==> config.mk <==
export PLATFORM = sky130hd
export DESIGN_NAME = alu_accum_core
export DESIGN_NICKNAME = d
export VERILOG_FILES = /design/src/rtl/alu_accum_core_pkg.sv /design/src/rtl/alu_accum_core_adder_subber.sv /design/src/rtl/alu_accum_core.sv
export SDC_FILE = /design/constraint.sdc
export NUM_CORES = 1
export LEC_CHECK = 0
export CORE_MARGIN = 2
export CORE_UTILIZATION = 54
export DETAILED_ROUTE_END_ITERATION = 12
export PLACE_DENSITY = 0.86
export SETUP_SLACK_MARGIN = 0.15
export SYNTH_ARGS = -nofsm -noshare
export SYNTH_HDL_FRONTEND = slang
export SYNTH_SLANG_ARGS = --single-unit
==> constraint.sdc <==
create_clock -name clk -period 8.75 [get_ports clk]
set_input_delay 2.1875 -clock clk [delete_from_list [all_inputs] [get_ports clk]]
set_output_delay 2.1875 -clock clk [all_outputs]
set_load 0.005 [all_outputs]
==> src/rtl/alu_accum_core_pkg.sv <==
// Shared constants and types for the accumulator ALU: opcode encodings,
// default datapath width and the registered flag bundle.
package alu_accum_core_pkg;

  localparam int WIDTH_DEFAULT = 16;

  localparam logic [3:0] OP_AND   = 4'b0000;
  localparam logic [3:0] OP_ADD   = 4'b1000;
  localparam logic [3:0] OP_SUB   = 4'b1001;
  localparam logic [3:0] OP_CLEAR = 4'b1111;

  typedef struct packed {
    logic carry;
    logic overflow;
    logic error;
  } alu_flags_t;

  // ADD and SUB are the only opcodes that route through the adder and raise flags.
  function automatic logic is_arith(input logic [3:0] op);
    return (op == OP_ADD) || (op == OP_SUB);
  endfunction

endpackage

==> src/rtl/alu_accum_core_adder_subber.sv <==
// Shared WIDTH-bit adder/subtractor: subtraction is x + ~y + 1, so carry=1 means no borrow.
module adder_subber #(
  parameter int WIDTH = 16
) (
  input  logic [WIDTH-1:0] x,
  input  logic [WIDTH-1:0] y,
  input  logic             sub,
  output logic [WIDTH-1:0] sum,
  output logic             carry,
  output logic             overflow
);

  logic [WIDTH-1:0] y_eff_s;
  logic [WIDTH:0]   full_s;

  assign y_eff_s = sub ? ~y : y;
  assign full_s  = {1'b0, x} + {1'b0, y_eff_s} + {{WIDTH{1'b0}}, sub};
  assign sum     = full_s[WIDTH-1:0];
  assign carry   = full_s[WIDTH];
  // Signed overflow: like-signed effective operands producing a differently signed sum.
  assign overflow = (x[WIDTH-1] == y_eff_s[WIDTH-1]) && (full_s[WIDTH-1] != x[WIDTH-1]);

endmodule

==> src/rtl/alu_accum_core.sv <==
// Two-stage accumulator ALU: stage 1 captures operands/opcode, stage 2 registers
// the selected operation's value and flags. Unknown opcodes behave as CLEAR.
module alu_accum_core
  import alu_accum_core_pkg::*;
#(
  parameter int WIDTH = WIDTH_DEFAULT
) (
  input  logic             clk,
  input  logic             rst,
  input  logic [WIDTH-1:0] a,
  input  logic [WIDTH-1:0] b,
  input  logic [3:0]       opcode,
  output logic [WIDTH-1:0] result,
  output logic             carry,
  output logic             overflow,
  output logic             error
);

  logic [WIDTH-1:0] op_a;
  logic [WIDTH-1:0] op_b;
  logic [3:0]       op_code;

  logic [WIDTH-1:0] sum_s;
  logic             sum_carry_s;
  logic             sum_overflow_s;
  logic [WIDTH-1:0] value_s;
  alu_flags_t       flags_s;

  // Stage 1: operand/opcode capture; reset parks the opcode on CLEAR.
  always_ff @(posedge clk or posedge rst) begin
    if (rst) begin
      op_a    <= {WIDTH{1'b0}};
      op_b    <= {WIDTH{1'b0}};
      op_code <= OP_CLEAR;
    end else begin
      op_a    <= a;
      op_b    <= b;
      op_code <= opcode;
    end
  end

  adder_subber #(.WIDTH(WIDTH)) u_adder_subber (
    .x        (op_a),
    .y        (op_b),
    .sub      (op_code == OP_SUB),
    .sum      (sum_s),
    .carry    (sum_carry_s),
    .overflow (sum_overflow_s)
  );

  // Operation select: value and flags for the captured opcode.
  always_comb begin
    value_s = {WIDTH{1'b0}};
    flags_s = '{carry: 1'b0, overflow: 1'b0, error: 1'b0};
    case (op_code)
      OP_AND: begin
        value_s = op_a & op_b;
      end
      OP_ADD, OP_SUB: begin
        value_s          = sum_s;
        flags_s.carry    = sum_carry_s;
        flags_s.overflow = sum_overflow_s;
        flags_s.error    = sum_overflow_s && is_arith(op_code);
      end
      OP_CLEAR: begin
        value_s = {WIDTH{1'b0}};
      end
      default: begin
        value_s = {WIDTH{1'b0}};
      end
    endcase
  end

  // Stage 2: accumulator and flag registers.
  always_ff @(posedge clk or posedge rst) begin
    if (rst) begin
      result   <= {WIDTH{1'b0}};
      carry    <= 1'b0;
      overflow <= 1'b0;
      error    <= 1'b0;
    end else begin
      result   <= value_s;
      carry    <= flags_s.carry;
      overflow <= flags_s.overflow;
      error    <= flags_s.error;
    end
  end

endmodule

==> run_results.csv <==
group,metric,value,unit
run_status,outcome,"finished clean",
routing,drc,0,
global_route,grtUsageTotal,21.61,%
cells_and_area,final_net_count,343,
global_route,grt_pass1_wl,8.873,mm
worst_setup_path,rr_endpoint,"carry$_DFF_PP0_",
clocking,clk-insertion-delay-late,310,ps
sta,rsz0062_at_grt,"no",
worst_setup_path,cp_data_arrival_time,4370,ps
routing,avgViaCountPerCell,5.649,
placement,dp_hpwl,3.686,mm
global_route,antenna_found_initial,0,
sta,period_needed,4136,ps
yosys,ys_seq_area_share,52.75,%
clocking,cts.sinks,54,
floorplanning,start_util,55.17,%
worst_setup_path,ff2ff_path_depth,11,
worst_hold_path,min-delay-start,"op_b[8]$_DFF_PP0_",
cells_and_area,diodes,0,
clocking,cts_buffers,5,
yosys,yosys-top-cells-area,"dfrtp_1 49%, ha_1 9.7%, xnor2_1 6.5%",
floorplanning,die_h,73.01,um
yosys,synth_area_leader_cell,"dfrtp_1",
sta,clock_skew,10.72,ps
floorplanning,num_rows,25,
global_route,grt_overflow,0,
routing,drtPass1Iterations,4,
yosys,yosysUniqueCellTypes,39,
clocking,clk_pin_slew,100,ps
sta,report.final.slew_viol_count,0,
yosys,synth_edf_count,0,
worst_setup_path,crit_slowest_cell,"nand2_1",
clocking,cts_buffer_depth,2,
worst_setup_path,crit_path_end_kind,"flop",
worst_setup_path,worst_path_largest_cell_delay,640,ps
yosys,yosys_warnings,0,
worst_setup_path,startpoint_type,"flop",
yosys,async_flop_share,100.0,%
global_route,first_global_vias,1993,
sta,maxSlewHeadroom,30.07,%
worst_setup_path,cp-endpoint,"carry$_DFF_PP0_",
clocking,cts_tree,"done",
worst_setup_path,criticalPathCategory,"reg -> reg",
yosys,synthCells,224,
sta,holdWs,542.8,ps
sta,hold_viol,0,
global_route,grt_max_degree,55,
worst_hold_path,hold_path_class,"reg -> reg",
flow_run,drv_cap,0,
routing,wirelength,5.173,mm
cells_and_area,drive_above_1_share,7.018,%
yosys,ys_ff_latch,54,
worst_setup_path,ff2ff_setup_slack,4610,ps
sta,max_freq,241.8,MHz
floorplanning,pin_count,57,
placement,port_buffers,56,
routing,avgRoutedWirePerCell,15.26,um
yosys,synth_ff_type,"dfrtp_1",
yosys,synth_nets,283,
cells_and_area,finalNonFillerCells,339,
placement,gp_congestion,0.9083,
yosys,syn_area_per_cell,11.48,um^2
placement,dp.cells,331,
placement,placed_area,3193,um^2
worst_setup_path,startpoint,"op_code[3]$_DFF_PP1_",
sta,period_share,47.26,%
cells_and_area,area_growth,28.71,%
clocking,root_buffer,"clkbuf_8",
cells_and_area,fin_util,71.01,%
worst_setup_path,worstPathCellList,"nor3b_4, nand2_1, xnor2_1, inv_1, fa_1, and3b_1, o2111ai_1, a31oi_1, a21oi_1, or3_1, a21oi_1",
pwr,ir_drop,0.09905,mV
worst_setup_path,crit_top_cell,"a21oi_1",
worst_setup_path,required,8990,ps
yosys,syn_area,2571,um^2
worst_setup_path,reg2reg_from,"op_code[3]$_DFF_PP1_",
cells_and_area,n_fill_cell,319,
pwr,p_leak,0.001493,uW
cells_and_area,design_area,3309,um^2
clocking,cts_hold_buf,0,
routing,antenna_left,0,
floorplanning,core_area,4661,um^2
sta,tns,0,ps
worst_setup_path,crit_fanout,16,
clocking,cts_setup_buffers,0,
floorplanning,die-area,5330,um^2
yosys,synth_top_area_share,48.66,%
clocking,htreeDepth,2,
sta,finalSetupViolations,0,
clocking,cts_resized,0,
pwr,powerDensity,167.2,nW/um^2
sta,tightest_slew,1047,ps
routing,first_iter_violations,103,
floorplanning,die_width,73.01,um
routing,via_count,1915,
[critical path: cells and delay by family (launching register included)]
| kind | cells | cell delay, ps |
|---|---|---|
| AO/OA/AOI/OAI | 4 | 840 |
| buffers and inverters | 1 | 120 |
| flip-flops | 1 | 560 |
| XOR/XNOR | 1 | 440 |
| adder cells (fa/ha/maj) | 1 | 430 |
| AND/OR/NAND/NOR | 4 | 1660 |
[power breakdown]
part / switching [uW] / internal [uW]
clock network: 81.7 / 86.7
logic: 54.6 / 58.1
registers: 8.59 / 264
[layer usage]
layer,GRT usage (%),routed length [um]
met5,0,0
met4,6.173,79
met3,4.696,192
met2,35.54,2589
met1,28.87,2311
[cells in the final DEF (no fill, tap or decap), types with 2 or more instances in the layout]
cell type	n
a211o_1	2
or3_1	2
dfstp_2	4
a21oi_1	14
mux2i_1	3
nand3_1	11
and3b_1	2
inv_1	5
nand4_1	2
dfrtp_1	50
nor3_1	3
o21a_1	2
a31oi_1	7
o21ai_0	17
o21bai_1	2
xnor2_1	19
and3_1	5
clkdlybuf4s50_1	56
a21o_1	6
nand2_1	13
clkbuf_8	5
or2_2	2
xor2_1	6
ha_1	20
nor2_1	9
[stage by stage]
step | worst slack, ps | power, uW
global placement | 4866 | 385.8
detailed placement | 4710 | 388.4
floorplan | 5255 | 344.4
global route | 4307 | 585.2
CTS | 4612 | 555.8
finish | 4614 | 553.3
[Yosys cell counts, types with 4 or more instances]
master / count
a31oi_1: 7
inv_1: 6
nand2_1: 13
ha_1: 20
xor2_1: 6
nand3_1: 11
nor2_1: 9
o21ai_0: 17
and3_1: 5
a21oi_1: 14
dfstp_2: 4
a21o_1: 6
xnor2_1: 19
dfrtp_1: 50
[cells by family after synthesis]
family	synth area share, %
AO/OA/AOI/OAI	14.31
XOR/XNOR	8.516
adder cells (fa/ha/maj)	10.51
buffers and inverters	1.654
flip-flops	52.75
multiplexers	1.168
AND/OR/NAND/NOR	11.09
[flip-flops by register name (all words and copies together), names as in the netlist]
register and count:
op_a 16, op_b 16, error 1, carry 1, result 16, op_code 4
[worst min-delay path by stage]
stage,depth (start not counted),endpoint
floorplan,2,result[10]$_DFF_PP0_
global placement,2,result[14]$_DFF_PP0_
detailed placement,2,result[9]$_DFF_PP0_
CTS,2,result[9]$_DFF_PP0_
global route,2,result[9]$_DFF_PP0_
finish,2,result[8]$_DFF_PP0_
[layout make-up]
cell class	instances	area, um^2	share of cell area, %
clock buffer	5	68.82	2.079
clock inverter	3	47.55	1.437
inverter	6	22.52	0.6805
multi-input combinational	160	1179	35.61
sequential	54	1356	40.98
tap	54	67.56	2.042
timing repair buffer	57	568.0	17.16
Power figures use the tool's default switching activity.
==> variant, RTL diff (same settings) <==
Change the package constant `WIDTH_DEFAULT` from 16 to 32.
--- a/src/rtl/alu_accum_core_pkg.sv
+++ b/src/rtl/alu_accum_core_pkg.sv
@@ -3,5 +3,5 @@
 package alu_accum_core_pkg;
 
-  localparam int WIDTH_DEFAULT = 16;
+  localparam int WIDTH_DEFAULT = 32;
 
   localparam logic [3:0] OP_AND   = 4'b0000;
Interface: changed (resized a, b and result); port bits go from 57 to 105. No check against the original RTL was run, so the function may have changed too.
==> variant against the unedited design <==
Total power is 90% higher; area after synthesis grew 97%; sequential share of layout area is 1.0 points lower; wire length up 120%; worst hold slack got worse by 0.0054 ns; final cell count increased by 100%; cell area is 93% higher; sequential cell count up 48; sequential power increased by 89%; setup slack got worse by 0.63 ns; clock power is 69% higher.
==> variant: results (changes against the unedited design) <==
Detailed routing
  – TritonRoute pass-1 iters: 5 (was 4)
  – Initial DRC count: 161 (was 103)
  – Vias per cell: 5.79 (was 5.65)
  – Drt total wl: 11.5 mm (was 5.17 mm)

Finish
  – Regs by FF count: op_a x32, op_b x32, result x32 (was op_a x16, op_b x16, result x16)
  – Share of layout cells above drive strength 1: 0.0707 (was 0.0702)

Synthesis
  – Post-synth top cells: dfrtp_1, xnor2_1, o21ai_0, ha_1, nand3_1 (was dfrtp_1, ha_1, xnor2_1, o21ai_0, a21oi_1)
  – Post-synthesis sequential area ratio: 0.506 (was 0.527)
  – Top post-synthesis cells by area: dfrtp_1, ha_1, xnor2_1 (unchanged)
  – Synth cell types: 59 (was 39)
  – Post-synthesis average cell area: 11.1 sq um (was 11.5 sq um)
  – Syn_nets: 564 (was 283)

Place
  – Placed cell area: 6210 sq um (was 3190 sq um)
  – Port Buffer Count: 104 (was 56)
  – Hpwl dp: 8.39 mm (was 3.69 mm)
  – Placed instance count: 661 (was 331)
  – Routability cong.: 0.969 (was 0.908)

CTS
  – Worst skew pair latency: 0.37 ns (was 0.31 ns)
  – CTS Buf Count: 9 (was 5)
  – Htree depth: 3 (was 2)

STA
  – Worst Tran Pin Value: 1.09 ns (was 1.05 ns)
  – Final Skew: 0.0114 ns (was 0.0107 ns)

Pwr
  – Maximum vdd drop: 134 uV (was 99.1 uV)

Setup path
  – Critical path data required time: 8.96 ns (was 8.99 ns)
  – Worst R2R Path Depth: 12 (was 11)
  – CP Max Fanout: 32 (was 16)
  – Critical Path Source: op_code[3]$_DFF_PP1_ (unchanged)
  – Worst reg-to-reg setup slack: 3.98 ns (was 4.61 ns)

Global routing
  – Largest net degree at the start of global routing: 61 (was 55)
  – First-pass GRT wire length: 18.9 mm (was 8.87 mm)
  – Vias in the first global route: 3906 (was 1993)

Outcome
  – Status: finished clean (unchanged)
-- variant: changes by cell type after synthesis, moves of 7 or more --
| cell | unedited run | this run |
|---|---|---|
| o21ai_0 | 17 | 39 |
| ha_1 | 20 | 36 |
| a21o_1 | 6 | 13 |
| a21oi_1 | 14 | 28 |
| xnor2_1 | 19 | 46 |
| nand2_1 | 13 | 22 |
| nand3_1 | 11 | 32 |
| nand4_1 | 2 | 9 |
| dfrtp_1 | 50 | 98 |
-- variant: layer usage --
layer	track usage	up-vias	wire length, microns
li1	-	1862	-
met4	0.0495	0	126
met3	0.0562	16	631
met2	0.416	139	5830
met1	0.304	1903	4910
met5	0	-	0
-- variant: where the power goes --
part           total (mW)  internal [mW]  switching, mW
logic               0.254          0.126          0.128
registers           0.513          0.497         0.0161
clock network       0.284          0.110          0.174
-- variant: cell families after synthesis --
family / after synthesis / synth area share
AOI/OAI and AO/OA: 131 / 0.175
xor gates and xnor gates: 54 / 0.0935
adders and majority gates: 37 / 0.0930
buffers and inverters: 24 / 0.0191
DFF: 102 / 0.506
muxes: 2 / 0.00396
and+or+nand+nor: 107 / 0.110
-- variant: worst min path at each step --
stage	start	end	slack, ns	cells after the start
after floorplan	op_a[30]$_DFF_PP0_	result[30]$_DFF_PP0_	0.48	2
after global placement	op_a[20]$_DFF_PP0_	result[20]$_DFF_PP0_	0.51	2
after detailed placement	op_a[14]$_DFF_PP0_	result[14]$_DFF_PP0_	0.51	2
after CTS	op_a[19]$_DFF_PP0_	result[19]$_DFF_PP0_	0.54	2
after global routing	op_a[19]$_DFF_PP0_	result[19]$_DFF_PP0_	0.55	2
final	op_a[10]$_DFF_PP0_	result[10]$_DFF_PP0_	0.54	2
-- variant: cell type report --
class / instances / area share
multi-input combinational: 331 / 0.377
sequential: 102 / 0.400
clock buffer: 9 / 0.0194
timing repair buffer: 107 / 0.166
clock inverter: 7 / 0.0102
inverter: 10 / 0.00625
tap: 111 / 0.0217
-- variant: stage by stage --
step | setup slack, ns | utilization | hold slack, ns
after floorplan | 3.89 | - | 0.480
after global placement | 4.14 | 0.679 | 0.514
after detailed placement | 4.05 | 0.679 | 0.510
after CTS | 3.98 | 0.699 | 0.539
after global routing | 3.61 | 0.699 | 0.546
final | 3.98 | 0.699 | 0.537
-- variant: critical path: stages, from the launching register on --
cell and delay (ns):
dfstp_2 0.57, nor3b_2 0.63, nand2_2 0.79, xnor2_1 0.41, ha_1 0.37, a21o_1 0.19
a21oi_1 0.22, o221ai_2 0.14, a221o_1 0.37, a211o_1 0.29, o21ai_2 0.20, nor3b_1 0.27
o31ai_1 0.13
